`config.mk`:
```
export PLATFORM = sky130hd
export DESIGN_NAME = mem_port_arbiter
export DESIGN_NICKNAME = d
export VERILOG_FILES = /design/src/rtl/mem_port_arbiter.sv
export SDC_FILE = /design/constraint.sdc
export NUM_CORES = 1
export LEC_CHECK = 0
export ABC_AREA = 1
export BUFFER_PORTS_ARGS = -buffer_cell sky130_fd_sc_hd__buf_2
export CAP_MARGIN = 20
export CELL_PAD_IN_SITES_DETAIL_PLACEMENT = 0
export CELL_PAD_IN_SITES_GLOBAL_PLACEMENT = 1
export CORE_AREA = 2 2 139 141
export CTS_CLUSTER_DIAMETER = 100
export CTS_CLUSTER_SIZE = 24
export DETAILED_ROUTE_END_ITERATION = 6
export DIE_AREA = 0 0 141 143
export PLACE_DENSITY = 0.77
export SETUP_SLACK_MARGIN = 0.15
export SYNTH_ARGS = -nofsm -noshare
export SYNTH_HDL_FRONTEND = slang
export SYNTH_SLANG_ARGS = --single-unit
```
`constraint.sdc`:
```
create_clock -name clk_i -period 2.2 [get_ports clk_i]
set_clock_uncertainty 0.1 [all_clocks]
set_input_delay 0.22 -clock clk_i [delete_from_list [all_inputs] [get_ports clk_i]]
set_output_delay 0.22 -clock clk_i [all_outputs]
set_load 0.01 [all_outputs]
```
`src/rtl/mem_port_arbiter.sv`:
```
// Two-port round-robin arbiter in front of a single-port SRAM, with per-port lock and bounded lock hold.
// Define ARB_STATS_EN to add saturating grant and forced-release counters.
module mem_port_arbiter #(
  parameter int ADDR_W   = 10,
  parameter int DATA_W   = 64,
  parameter int MAX_HOLD = 16
) (
  input  logic                  clk_i,
  input  logic                  rst_ni,
  input  logic [1:0]            req_i,
  input  logic [1:0]            lock_i,
  input  logic [1:0]            we_i,
  input  logic [2*ADDR_W-1:0]   addr_i,
  input  logic [2*DATA_W-1:0]   wdata_i,
  output logic [1:0]            gnt_o,
  output logic [1:0]            rvalid_o,
  output logic [DATA_W-1:0]     rdata_o,
  output logic                  mem_read_o,
  output logic                  mem_write_o,
  output logic [ADDR_W-1:0]     mem_addr_o,
  output logic [DATA_W-1:0]     mem_wdata_o,
  input  logic [DATA_W-1:0]     mem_rdata_i
`ifdef ARB_STATS_EN
  ,
  output logic [31:0]           stat_gnt_o,
  output logic [15:0]           stat_force_o
`endif
);

  localparam int HOLD_W = (MAX_HOLD > 1) ? $clog2(MAX_HOLD) : 1;
  localparam logic [HOLD_W:0] HOLD_LIM = (HOLD_W+1)'(MAX_HOLD - 1);

  typedef enum logic {S_FREE, S_LOCK} state_t;

  state_t              state_q, state_d;
  logic                last_q, last_d;
  logic                owner_q, owner_d;
  logic [HOLD_W-1:0]   hold_q, hold_d;
  logic [HOLD_W:0]     hold_inc;
  logic [1:0]          rvalid_q;
  logic [1:0]          gnt_c;
  logic                win;
  logic                other;
  logic                force_c;
  logic                sel;

  // State register
  always_ff @(posedge clk_i) begin
    if (!rst_ni) begin
      state_q  <= S_FREE;
      last_q   <= 1'b1;
      owner_q  <= 1'b0;
      hold_q   <= '0;
      rvalid_q <= '0;
    end else begin
      state_q  <= state_d;
      last_q   <= last_d;
      owner_q  <= owner_d;
      hold_q   <= hold_d;
      rvalid_q <= gnt_c & ~we_i;
    end
  end

  // Next-state and grant decision
  always_comb begin
    state_d  = state_q;
    last_d   = last_q;
    owner_d  = owner_q;
    hold_d   = hold_q;
    gnt_c    = '0;
    force_c  = 1'b0;
    win      = 1'b0;
    other    = ~owner_q;
    hold_inc = {1'b0, hold_q} + (HOLD_W+1)'(1);
    case (state_q)
      S_FREE: begin
        win = (req_i == 2'b11) ? ~last_q : req_i[1];
        if (|req_i) begin
          gnt_c[win] = 1'b1;
          last_d     = win;
          if (lock_i[win]) begin
            state_d = S_LOCK;
            owner_d = win;
            hold_d  = '0;
          end
        end
      end
      S_LOCK: begin
        if (req_i[owner_q]) begin
          gnt_c[owner_q] = 1'b1;
          last_d         = owner_q;
        end
        if (!req_i[other]) begin
          hold_d = '0;
        end else if (req_i[owner_q]) begin
          hold_d = hold_inc[HOLD_W-1:0];
        end
        // The limit is judged on the count including this grant, so the waiting
        // port is let in right after the owner's MAX_HOLD-th consecutive grant.
        force_c = req_i[owner_q] && req_i[other] && (hold_inc >= HOLD_LIM);
        if (!req_i[owner_q] || !lock_i[owner_q] || force_c) begin
          state_d = S_FREE;
          hold_d  = '0;
        end
      end
      default: state_d = S_FREE;
    endcase
  end

  // Outputs
  always_comb begin
    gnt_o       = rst_ni ? gnt_c : '0;
    rvalid_o    = rst_ni ? rvalid_q : '0;
    rdata_o     = mem_rdata_i;
    sel         = gnt_o[1];
    mem_addr_o  = sel ? addr_i[ADDR_W +: ADDR_W] : addr_i[0 +: ADDR_W];
    mem_wdata_o = sel ? wdata_i[DATA_W +: DATA_W] : wdata_i[0 +: DATA_W];
    mem_read_o  = (|gnt_o) & ~we_i[sel];
    mem_write_o = (|gnt_o) & we_i[sel];
  end

`ifdef ARB_STATS_EN
  logic [15:0] cnt0_q, cnt1_q, force_cnt_q;

  always_ff @(posedge clk_i) begin
    if (!rst_ni) begin
      cnt0_q      <= '0;
      cnt1_q      <= '0;
      force_cnt_q <= '0;
    end else begin
      if (gnt_c[0] && cnt0_q != '1) cnt0_q <= cnt0_q + 16'd1;
      if (gnt_c[1] && cnt1_q != '1) cnt1_q <= cnt1_q + 16'd1;
      if (force_c && force_cnt_q != '1) force_cnt_q <= force_cnt_q + 16'd1;
    end
  end

  assign stat_gnt_o   = {cnt1_q, cnt0_q};
  assign stat_force_o = force_cnt_q;
`endif

endmodule

```
Yosys cells after proc, flatten, opt, wreduce, memory -nomap -nowiden
Cells that the tools add are included.
{"block": "totals", "word_cells": 74, "regBits": 9, "in_bits": 220}
{"block": "classes", "n_addsub": 1, "muxes": 35, "bitwise": 8, "eq_ne": 5, "n_reduce_logical": 13, "order_cmp": 7}
{"cell": "$mux W64", "count": 1}
{"cell": "$mux W4", "count": 5}
{"cell": "$mux W1", "count": 18}
{"cell": "$mux W10", "count": 1}
{"cell": "$lt A1 B2 Y1 const B", "count": 4}
{"cell": "$mux W2", "count": 4}
{"cell": "$pmux W4 S2", "count": 1}
{"cell": "$reduce_and A3 Y1", "count": 2}
{"cell": "$add A4 B1 Y5 const B", "count": 1}
{"cell": "$ge A5 B4 Y1 const B", "count": 1}
{"cell": "$logic_and A1 B1 Y1", "count": 4}
{"cell": "$ne A2 B2 Y1 const B", "count": 2}
{"cell": "$ne A4 B3 Y1 const B", "count": 1}
{"cell": "$not A1 Y1", "count": 4}
{"cell": "$pmux W1 S2", "count": 2}
{"cell": "$pmux W2 S2", "count": 1}
{"cell": "$reduce_or A2 Y1", "count": 2}
{"cell": "$and A1 B1 Y1", "count": 2}
{"cell": "$and A2 B2 Y2", "count": 1}
{"cell": "$demux W1 S1", "count": 2}
{"cell": "$eq A2 B2 Y1 const B", "count": 1}
{"cell": "$ge A1 B1 Y1 const B", "count": 2}
{"cell": "$logic_not A1 Y1", "count": 2}
{"cell": "$logic_or A1 B1 Y1", "count": 2}
{"cell": "3 further kinds", "count": 3}

Longest topological paths before layout
Gate-level depths: netlist (run 1).
{"block": "logic_depth", "word_depth": 13, "mapped_depth": 11}

Worst setup path before layout (run 1)
Ideal clock, no wire load.
{"block": "synth_path", "path_kind": "reg-to-output", "start": "register owner_q", "end": "output port mem_write_o", "stages_incl_launch_ff": 11, "required_time_ps": 1880, "slack_ps": 587, "t_arrival_ps": 1293, "path_cell_list": "dfxtp_1 -> buf_2 -> nand2_1 -> inv_1 -> a21oi_4 -> nor2_8 -> clkinv_2 -> buf_6 -> nand2_1 -> o21ai_2 -> nor2_1"}
{"block": "synth_between", "elab_chain_cells": 10, "word_cells_on_any_way": 14}
{"element": "start: declaration", "line": "37", "rtl": "logic owner_q, owner_d;"}
{"element": "start signal: assignment", "line": "58", "rtl": "owner_q <= owner_d;"}
{"element": "$lt A1 B2 Y1 (implied by the code) or $ge A1 B1 Y1 (tied branches)", "line": "90", "rtl": "gnt_c[owner_q] = 1'b1;"}
{"element": "$logic_and A1 B1 Y1 (implied by the code)", "line": "90"}
{"element": "$mux W1 (implied by the code)", "line": "90"}
{"element": "$demux W1 S1", "line": "90"}
{"element": "$mux W2 (*)", "line": "89", "rtl": "if (req_i[owner_q]) begin"}
{"element": "$pmux W2 S2 (*)", "line": "75", "rtl": "case (state_q)"}
{"element": "$mux W2 (*)", "line": "112", "rtl": "gnt_o = rst_ni ? gnt_c : '0;"}
{"element": "$mux W1 (implied by the code) (2 in series)", "line": "119", "rtl": "mem_write_o = (|gnt_o) & we_i[sel];"}
{"element": "$and A1 B1 Y1 (*)", "line": "119"}
{"element": "end: declaration", "line": "19", "rtl": "output logic mem_write_o,"}
Every way passes the cells marked *; elsewhere a longest branch is shown, timed or not. The select of a mux whose other input is x is not followed.

Worst setup path in the final report (run 1)
{"block": "layout_path", "start": "register last_q", "end": "output port mem_wdata_o[34]"}
{"block": "layout_between", "elab_chain_cells": 10, "word_cells_on_any_way": 11}
{"element": "start: declaration", "line": "36", "rtl": "logic last_q, last_d;"}
{"element": "start signal: assignment", "line": "57", "rtl": "last_q <= last_d;"}
{"element": "$not A1 Y1 (*)", "line": "77", "rtl": "win = (req_i == 2'b11) ? ~last_q : req_i[1];"}
{"element": "$mux W1 (*)", "line": "77"}
{"element": "$lt A1 B2 Y1 (implied by the code) or $ge A1 B1 Y1 (tied branches)", "line": "79", "rtl": "gnt_c[win] = 1'b1;"}
{"element": "$logic_and A1 B1 Y1 (implied by the code)", "line": "79"}
{"element": "$mux W1 (implied by the code)", "line": "79"}
{"element": "$demux W1 S1 (*)", "line": "79"}
{"element": "$mux W2 (*)", "line": "78", "rtl": "if (|req_i) begin"}
{"element": "$pmux W2 S2 (*)", "line": "75"}
{"element": "$mux W2 (*)", "line": "112"}
{"element": "$mux W64 (*)", "line": "117", "rtl": "mem_wdata_o = sel ? wdata_i[DATA_W +: DATA_W] : wdata_i[0 +: DATA_W];"}
{"element": "end: declaration", "line": "21", "rtl": "output logic [DATA_W-1:0] mem_wdata_o,"}
Every way passes the cells marked *; elsewhere a longest branch is shown, timed or not.

==> flow_summary_export.csv, run 1 <==
group,metric,value,unit
synthesis,synth_area,2040,um^2
synthesis,synth_top_area_frac,0.447,
grt,gr-total-overflow,0,
hold_path,hold_end,"rvalid_q[1]",
synthesis,ys_seq_elements,9,
final_layout,fillers,2151,
clock_network,clkSinkCount,9,
power_and_ir_drop,ir_worst_vdd,0.133,mV
place,dp.cells,791,
floorplanning,num_io_pins,364,
clock_network,clk_path_buf_depth,2,
timing,rsz0062_at_grt,"true",
final_layout,design_area,3270,um^2
critical_path,cp_data_arrival_time,1.68,ns
floorplanning,rows,50,
critical_path,end_kind,"primary output",
timing,fmax,500,MHz
critical_path,r2r-end,"state_q",
critical_path,worstReg2RegStart,"hold_q[0]",
critical_path,crit_family,"simple AND/OR/NAND/NOR gates",
timing,fin_setup_tns,0,ns
timing,fin_crit,2.00,ns
grt,grt_usage,0.0785,
floorplanning,core_area,18600,um^2
final_layout,nNetsFinal,792,
drt,drt_iter0_drc,82,
drt,vias,2876,
clock_network,cts_tree,"done",
final_layout,drive_gt1_frac,0.466,
final_layout,areaGrowthSynthToFinish,60.1,%
synthesis,ys_seq_area_frac,0.0883,
timing,tightestPinTransition,0.446,ns
drt,wire_per_inst,12.1,um
drt,detail-route-antenna-nets,0,
power_and_ir_drop,power.density,369,nW/um^2
timing,min_period_over_period,0.910,
timing,whs,0.0989,ns
synthesis,yosys_warnings,0,
final_layout,antenna_cells,0,
hold_path,holdPathStages,2,
critical_path,slowest_delay,0.31,ns
grt,first_global_vias,2489,
drt,drc,0,
clock_network,cts.reportedPaths.clkPinSlew,0.04,ns
floorplanning,start_util,0.110,
drt,firstDrtPassIters,4,
floorplanning,die_x,141,um
synthesis,synthArstFlopShare,0,
critical_path,cp_slowest_cell,"dfxtp_2",
timing,finalSetupViolCount,0,
drt,wirelength,9680,um
clock_network,clk_latency,0.24,ns
synthesis,yosys.cell_types.count,23,
synthesis,synth_area_leader_cell,"nand2_1",
critical_path,r2r_cells,10,
clock_network,h-tree-depth,1,
place,placed_cell_area,2990,um^2
critical_path,cpMostUsedCell,"nand2_1",
synthesis,syn_nets,620,
timing,hold_viol,0,
synthesis,synth_edf_count,0,
drt,vias_per_cell,3.58,
synthesis,synthMostInstantiatedCell,"nand2_1",
final_layout,stdcell_count,803,
critical_path,cp_num_buf_inv,4,
grt,grt_max_degree,47,
power_and_ir_drop,p_leak,2.08,nW
grt,antenna_found_initial,2,
synthesis,syn_area_per_cell,5.13,um^2
synthesis,synthCells,398,
grt,grt_pass1_wl,12500,um
clock_network,cts_buffers,3,
clock_network,postCtsHoldBufs,0,
floorplanning,die_y,143,um
place,dpl.hpwl,7550,um
timing,max_slew_margin,0.700,
synthesis,ys_top_cells_by_area,"nand2_1 45%, buf_4 24%, dfxtp_1 8.8%, inv_1 3.5%, buf_6 2.8%",
flow_run,cap_violations,0,
clock_network,cts_root_buffer,"clkbuf_16",
place,gp_congestion,0.729,
critical_path,path_cells,"nand2_2, nand2_4, nor2_4, a21oi_4, nor2_8, inv_8, buf_12, clkbuf_16, nand2_1, nand2_1, buf_2",
critical_path,r2r_slack,0.51,ns
critical_path,cp.required,1.88,ns
run_status,status,"completed",
synthesis,synthFlopType,"dfxtp_1",
final_layout,post-route-util,0.176,
critical_path,cp_max_fo,11,
hold_path,min_path_type,"input port to register",
hold_path,worst_hold_startpoint,"we_i[1]",
critical_path,crit_type,"register to primary output",
floorplanning,die-area,20200,um^2
synthesis,synth_common_cells,"243 x nand2_1, 64 x buf_4, 19 x inv_1, 13 x nor2_1, 11 x buf_2",
place,io_buffers,235,
critical_path,cp-start-kind,"register",
timing,slew_violations,0,
## kinds of logic after synthesis
| kind of cell | count (synthesis) | share of synthesized area |
|---|---|---|
| buf+inv | 101 | 0.329 |
| fa+ha+maj | 2 | 0.0123 |
| compound gates | 16 | 0.0509 |
| simple gates | 270 | 0.519 |
| flops | 9 | 0.0883 |
## registers in the layout, indices dropped and copies added (netlist names)
| name | count |
|---|---|
| hold_q | 4 |
| owner_q | 1 |
| rvalid_q | 2 |
| last_q | 1 |
| state_q | 1 |
## report_power, final
part           total, W  switching [W]  leakage, nW  internal [W]
Combinational  0.000697       0.000370         1.96      0.000327
Clock          0.000321      0.0000816       0.0409      0.000240
Sequential     0.000189      0.0000125       0.0740      0.000177
Total           0.00121       0.000464         2.08      0.000744
## worst max-delay path by stage
stage,from,to,cells past startpoint
6_report,last_q,mem_wdata_o[34],11
5_1_grt,last_q,mem_wdata_o[62],11
3_3_place_gp,state_q,mem_read_o,10
3_5_place_dp,state_q,mem_read_o,10
4_1_cts,last_q,mem_wdata_o[47],9
2_1_floorplan,owner_q,mem_write_o,10
## layer usage
metal	vias to the layer above	part of all wire	global-route usage
li1	1473	-	-
met1	1183	0.40	0.0927
met2	178	0.46	0.131
met3	42	0.11	0.0255
met4	0	0.032	0.0337
met5	-	0	0
## cell usage in the layout, fill, tap and decap left out, drive strengths merged
cell type / netlist / layout
clkbuf: 1 / 6
nor2: 15 / 15
o211a: 1 / 1
dfxtp: 9 / 9
nand3: 5 / 5
o21ai: 5 / 5
nand2: 244 / 244
inv: 19 / 20
a21oi: 8 / 8
nand4: 5 / 5
nor3: 1 / 1
ha: 2 / 2
o211ai: 1 / 1
buf: 80 / 245
o22ai: 1 / 1
clkinv: 1 / 1
## metrics by stage
| stage | setup WS, ns | total power [W] |
|---|---|---|
| 2_1_floorplan | 0.587 | 0.000629 |
| 3_3_place_gp | 0.343 | 0.000828 |
| 3_5_place_dp | 0.312 | 0.000826 |
| 4_1_cts | 0.156 | 0.00117 |
| 5_1_grt | 0.113 | 0.00130 |
| 6_report | 0.199 | 0.00121 |
## area by class of cell
class                           instances  area [um^2]  share of cell area
Inverter                               20         82.6              0.0253
Multi-Input combinational cell        288         1210               0.371
Tap cell                              234          293              0.0896
Sequential cell                         9          183              0.0559
Timing Repair Buffer                  248         1420               0.434
Clock inverter                          1         5.00             0.00153
Clock buffer                            3         75.1              0.0230
## repair_timing
item,4_1_cts,5_1_grt
resized for setup,2,12
endpoints found under the setup margin,2,53
cloned,1,3
pin swaps,0,1
buffers inserted,0,4
(Power assumes the default switching activity.)
==> run 2: changes to the inputs <==
Settings changed: REMOVE_ABC_BUFFERS set to 1.
==> flow_summary_export.csv, run 2 (synthesized netlist as in run 1, its figures left out) <==
group,metric,value,unit
drt,wirelength,19700,um
final_layout,top_regs,"hold_q: 4 flops, rvalid_q: 2 flops",
drt,vias,3286,
drt,firstDrtPassIters,6,
power_and_ir_drop,p_clk_frac,0.242,
timing,min_period_over_period,0.949,
clock_network,cts_tree,"done",
power_and_ir_drop,ir_worst_vdd,0.187,mV
grt,antenna_found_initial,21,
place,io_buffers,235,
final_layout,nNetsFinal,800,
flow_run,cap_violations,0,
place,pre_cts_slack,0.262,ns
timing,fin_crit,2.09,ns
clock_network,cts_root_buffer,"clkbuf_16",
critical_path,cp-start-kind,"register",
final_layout,largest-register,"hold_q",
clock_network,clk_path_buf_depth,2,
drt,drc,0,
hold_path,min_path_type,"input port to register",
power_and_ir_drop,p_switching,0.000566,W
clock_network,clkSinkCount,9,
place,gp_congestion,0.823,
floorplanning,num_io_pins,364,
critical_path,cpMostUsedCell,"nand2_4",
floorplanning,rows,50,
floorplanning,core_area,18600,um^2
final_layout,fillers,2137,
clock_network,cts.reportedPaths.clkPinSlew,0.04,ns
drt,vias_per_cell,4.00,
power_and_ir_drop,p_int,0.000822,W
grt,gr-total-overflow,0,
critical_path,crit_type,"register to primary output",
critical_path,cp.required,1.88,ns
power_and_ir_drop,comb_power_share,0.622,
critical_path,cp_max_fo,5,
timing,finalSetupViolCount,0,
critical_path,cp_num_buf_inv,3,
drt,detail-route-antenna-nets,0,
timing,fin_ws,0.112,ns
floorplanning,start_util,0.110,
drt,wire_per_inst,24.0,um
timing,rsz0062_at_grt,"true",
critical_path,cp_data_arrival_time,1.77,ns
timing,tightestPinTransition,0.596,ns
run_status,status,"completed",
critical_path,cp_slowest_cell,"dfxtp_2",
final_layout,largest_reg_flops,4,
power_and_ir_drop,pwr-share-seq,0.137,
clock_network,h-tree-depth,1,
critical_path,slowest_delay,0.32,ns
final_layout,drive_gt1_frac,0.527,
timing,slew_violations,0,
power_and_ir_drop,p_leak,2.25,nW
clock_network,clk_latency,0.24,ns
drt,drt_iter0_drc,95,
timing,fmax,479,MHz
floorplanning,die-area,20200,um^2
timing,hold_viol,0,
power_and_ir_drop,swShare,0.408,
final_layout,final_common_cell,"buf_2",
timing,max_slew_margin,0.599,
grt,first_global_vias,2865,
critical_path,crit_family,"simple AND/OR/NAND/NOR gates",
floorplanning,die_x,141,um
clock_network,postCtsHoldBufs,0,
power_and_ir_drop,power.density,378,nW/um^2
final_layout,final_cell_mix,"222 x buf_2, 207 x nand2_1, 25 x nand2_2",
grt,grt_usage,0.161,
grt,grt_pass1_wl,22300,um
clock_network,cts_buffers,3,
place,dpl.hpwl,14300,um
grt,grt_max_degree,69,
floorplanning,die_y,143,um
timing,whs,0.0812,ns
critical_path,path_cells,"nand2_2, nand2_4, nor2_4, a21oi_4, nor2_8, inv_8, buf_8, nand2_4, o21ai_4, nor2_1, buf_2",
final_layout,areaGrowthSynthToFinish,80.2,%
critical_path,end_kind,"primary output",
-- run 2: what timing repair did --
action	CTS	global route
setup endpoints to repair	74	76
gates cloned	1	12
resized for setup	9	68
buffers inserted	2	2
pin swaps	0	23
-- run 2: through the flow --
stage | area [um^2] | setup TNS [ns] | total power, W | instances | util
after floorplan | 1450 | -31.01 | 0.000484 | 317 | -
after global placement | 2970 | 0 | 0.000858 | 790 | 0.160
final | 3680 | 0 | 0.00139 | 822 | 0.198
after global routing | 3650 | 0 | 0.00147 | 813 | 0.197
after CTS | 3140 | 0 | 0.00122 | 797 | 0.169
after detailed placement | 2970 | 0 | 0.000857 | 790 | 0.160
-- run 2: power groups by stage --
stage	logic, W	registers (W)	clock network, W
detailed placement	0.000666	0.000191	0
global placement	0.000668	0.000190	0
global route	0.000939	0.000192	0.000343
floorplan	0.000294	0.000190	0
finish	0.000863	0.000190	0.000335
CTS	0.000701	0.000189	0.000335
-- run 2: per-layer routing --
metal | track usage | wire [um] | up-vias
met5 | 0.0927 | 261 | -
met4 | 0.0179 | 114 | 16
met3 | 0.148 | 3700 | 27
met2 | 0.182 | 7200 | 309
met1 | 0.213 | 8430 | 1418
li1 | - | - | 1516
-- run 2: final cells by class --
| cell class | count | area (um^2) | share of cell area |
|---|---|---|---|
| multi-input combinational | 288 | 1350 | 0.366 |
| timing repair buffer | 256 | 1670 | 0.453 |
| antenna | 11 | 27.5 | 0.00749 |
| inverter | 20 | 82.6 | 0.0225 |
| tap | 234 | 293 | 0.0796 |
| clock buffer | 4 | 78.8 | 0.0214 |
| sequential | 9 | 183 | 0.0497 |
-- run 2: worst paths after layout --
kind / startpoint / endpoint / slack, ns / cells after the start
worst min-delay path: we_i[0] / rvalid_q[0] / 0.08 / 2
worst min register to register: last_q / last_q / 0.37 / 2
worst max register to register: hold_q[0] / state_q / 0.51 / 10
worst max-delay path: last_q / mem_write_o / 0.11 / 11
==> run 3: changes to the inputs <==
Settings changed: CORE_AREA 2 2 139 141 to 2 2 140 142, CTS_BUF_LIST set to sky130_fd_sc_hd__clkbuf_16, DIE_AREA 0 0 141 143 to 0 0 142 144, PLACE_DENSITY 0.77 to 0.79.
Clock period 2.2 ns to 1.9 ns, I/O delays scaled along.
==> flow_summary_export.csv, run 3 (synthesized netlist as in run 1, its figures left out) <==
group,metric,value,unit
timing,finalSetupViolCount,73,
drt,drc,0,
flow_run,cap_violations,0,
power_and_ir_drop,p_switching,0.000647,W
power_and_ir_drop,comb_power_share,0.636,
clock_network,clkSinkCount,9,
clock_network,cts_tree,"done",
drt,wire_per_inst,20.4,um
timing,rsz0062_at_grt,"true",
run_status,status,"finished, violations left",
place,gp_congestion,0.844,
grt,gr-total-overflow,0,
critical_path,cp_data_arrival_time,1.72,ns
hold_path,holdPathStages,2,
timing,tightestPinTransition,0.485,ns
timing,fin_ws,-0.108,ns
clock_network,cts_root_buffer,"clkbuf_16",
grt,first_global_vias,2682,
final_layout,nNetsFinal,805,
clock_network,clk_latency,0.24,ns
drt,firstDrtPassIters,4,
critical_path,crit_type,"register to primary output",
place,placed_cell_area,3030,um^2
clock_network,h-tree-depth,1,
final_layout,largest-register,"hold_q",
final_layout,areaGrowthSynthToFinish,90.1,%
final_layout,final_cell_mix,"215 x buf_2, 184 x nand2_1, 38 x nand2_2",
power_and_ir_drop,pwr-share-seq,0.133,
place,dpl.hpwl,13100,um
critical_path,cp_max_fo,8,
final_layout,design_area,3880,um^2
hold_path,min_path_type,"input port to register",
run_status,violations,"setup timing",
grt,grt_pass1_wl,20200,um
timing,hold_viol,0,
timing,slew_violations,0,
grt,grt_max_degree,43,
timing,min_period_over_period,1.06,
floorplanning,die_y,144,um
floorplanning,die-area,20400,um^2
critical_path,cp-start-kind,"register",
critical_path,end_kind,"primary output",
clock_network,clk_path_buf_depth,2,
power_and_ir_drop,swShare,0.395,
final_layout,drive_gt1_frac,0.574,
critical_path,r2r_cells,10,
clock_network,postCtsHoldBufs,0,
place,io_buffers,235,
power_and_ir_drop,p_int,0.000990,W
floorplanning,die_x,142,um
drt,detail-route-antenna-nets,0,
final_layout,post-route-util,0.203,
floorplanning,start_util,0.107,
timing,max_slew_margin,0.674,
timing,fin_crit,2.01,ns
power_and_ir_drop,p_clk_frac,0.231,
drt,drt_iter0_drc,122,
clock_network,cts.reportedPaths.clkPinSlew,0.04,ns
final_layout,largest_reg_flops,4,
floorplanning,core_area,19100,um^2
drt,vias_per_cell,3.92,
floorplanning,rows,51,
drt,wirelength,16800,um
power_and_ir_drop,p_leak,2.36,nW
floorplanning,num_io_pins,364,
clock_network,cts_buffers,3,
grt,grt_usage,0.144,
critical_path,cp.required,1.61,ns
final_layout,top_regs,"hold_q: 4 flops, rvalid_q: 2 flops",
drt,vias,3230,
final_layout,final_common_cell,"buf_2",
timing,fmax,498,MHz
power_and_ir_drop,ir_worst_vdd,0.255,mV
grt,antenna_found_initial,12,
power_and_ir_drop,power.density,422,nW/um^2
run 3: cell count changes in the layout (fill, tap and decap cells not counted), moves of 4 or more:
| cell | delta |
|---|---|
| nand2_1 | -23 |
| buf_4 | +6 |
| nand2_4 | +10 |
| diode_2 | -7 |
| buf_6 | +4 |
| buf_2 | -7 |
| nand2_2 | +13 |
run 3: final timing paths:
path         slack (ns)  startpoint         endpoint
max               -0.11      last_q  mem_wdata_o[17]
min                0.05     we_i[0]      rvalid_q[0]
max reg2reg        0.34   hold_q[0]          state_q
min reg2reg        0.41      last_q           last_q
run 3: area by class of cell:
cell class                      count  area [um^2]
Sequential cell                     9          184
Antenna cell                        4         10.0
Multi-Input combinational cell    288         1460
Clock buffer                        3         75.1
Tap cell                          238          298
Inverter                           20         82.6
Fill cell                        2183        15200
Clock inverter                      1         3.75
Timing Repair Buffer              261         1770
run 3: metal layers:
layer / global-route usage / share of wire / vias to the layer above
met2: 0.179 / 0.38 / 300
met3: 0.125 / 0.18 / 20
met4: 0.0205 / 0.0065 / 12
met5: 0.100 / 0.016 / -
met1: 0.178 / 0.42 / 1389
li1: - / - / 1509
run 3: stage by stage:
step                      hold slack (ns)  setup slack [ns]  total power (W)  TNS (ns)  cells
final                              0.0475            -0.108          0.00164     -4.01    824
after global routing               0.0690            -0.217          0.00174    -11.47    820
after CTS                          0.0566            -0.105          0.00148     -2.43    811
after detailed placement            0.280            0.0407          0.00100         0    798
after global placement              0.280            0.0224          0.00100         0    798
after floorplan                     0.162            -0.867         0.000561    -51.83    317
run 3: power groups by stage:
stage | clock network (W) | registers, W | logic (W)
after global routing | 0.000390 | 0.000220 | 0.00113
final | 0.000378 | 0.000218 | 0.00104
after floorplan | 0 | 0.000220 | 0.000340
after global placement | 0 | 0.000220 | 0.000783
after CTS | 0.000384 | 0.000217 | 0.000880
after detailed placement | 0 | 0.000220 | 0.000780
run 3: timing repair:
action	CTS	global route
resized for setup	36	83
endpoints found under the setup margin	77	82
buffers inserted	6	4
cloned	3	5
pin swaps	2	34
run 3: critical path: stages (launching register included):
cell and delay (ns):
dfxtp_2 0.31, nand2_2 0.07, nand2_4 0.06, nor2_4 0.14, a21oi_4 0.06, nor2_8 0.18, buf_12 0.16, buf_12 0.12
clkbuf_16 0.15, nand2_1 0.05, nand2_1 0.06, buf_2 0.12
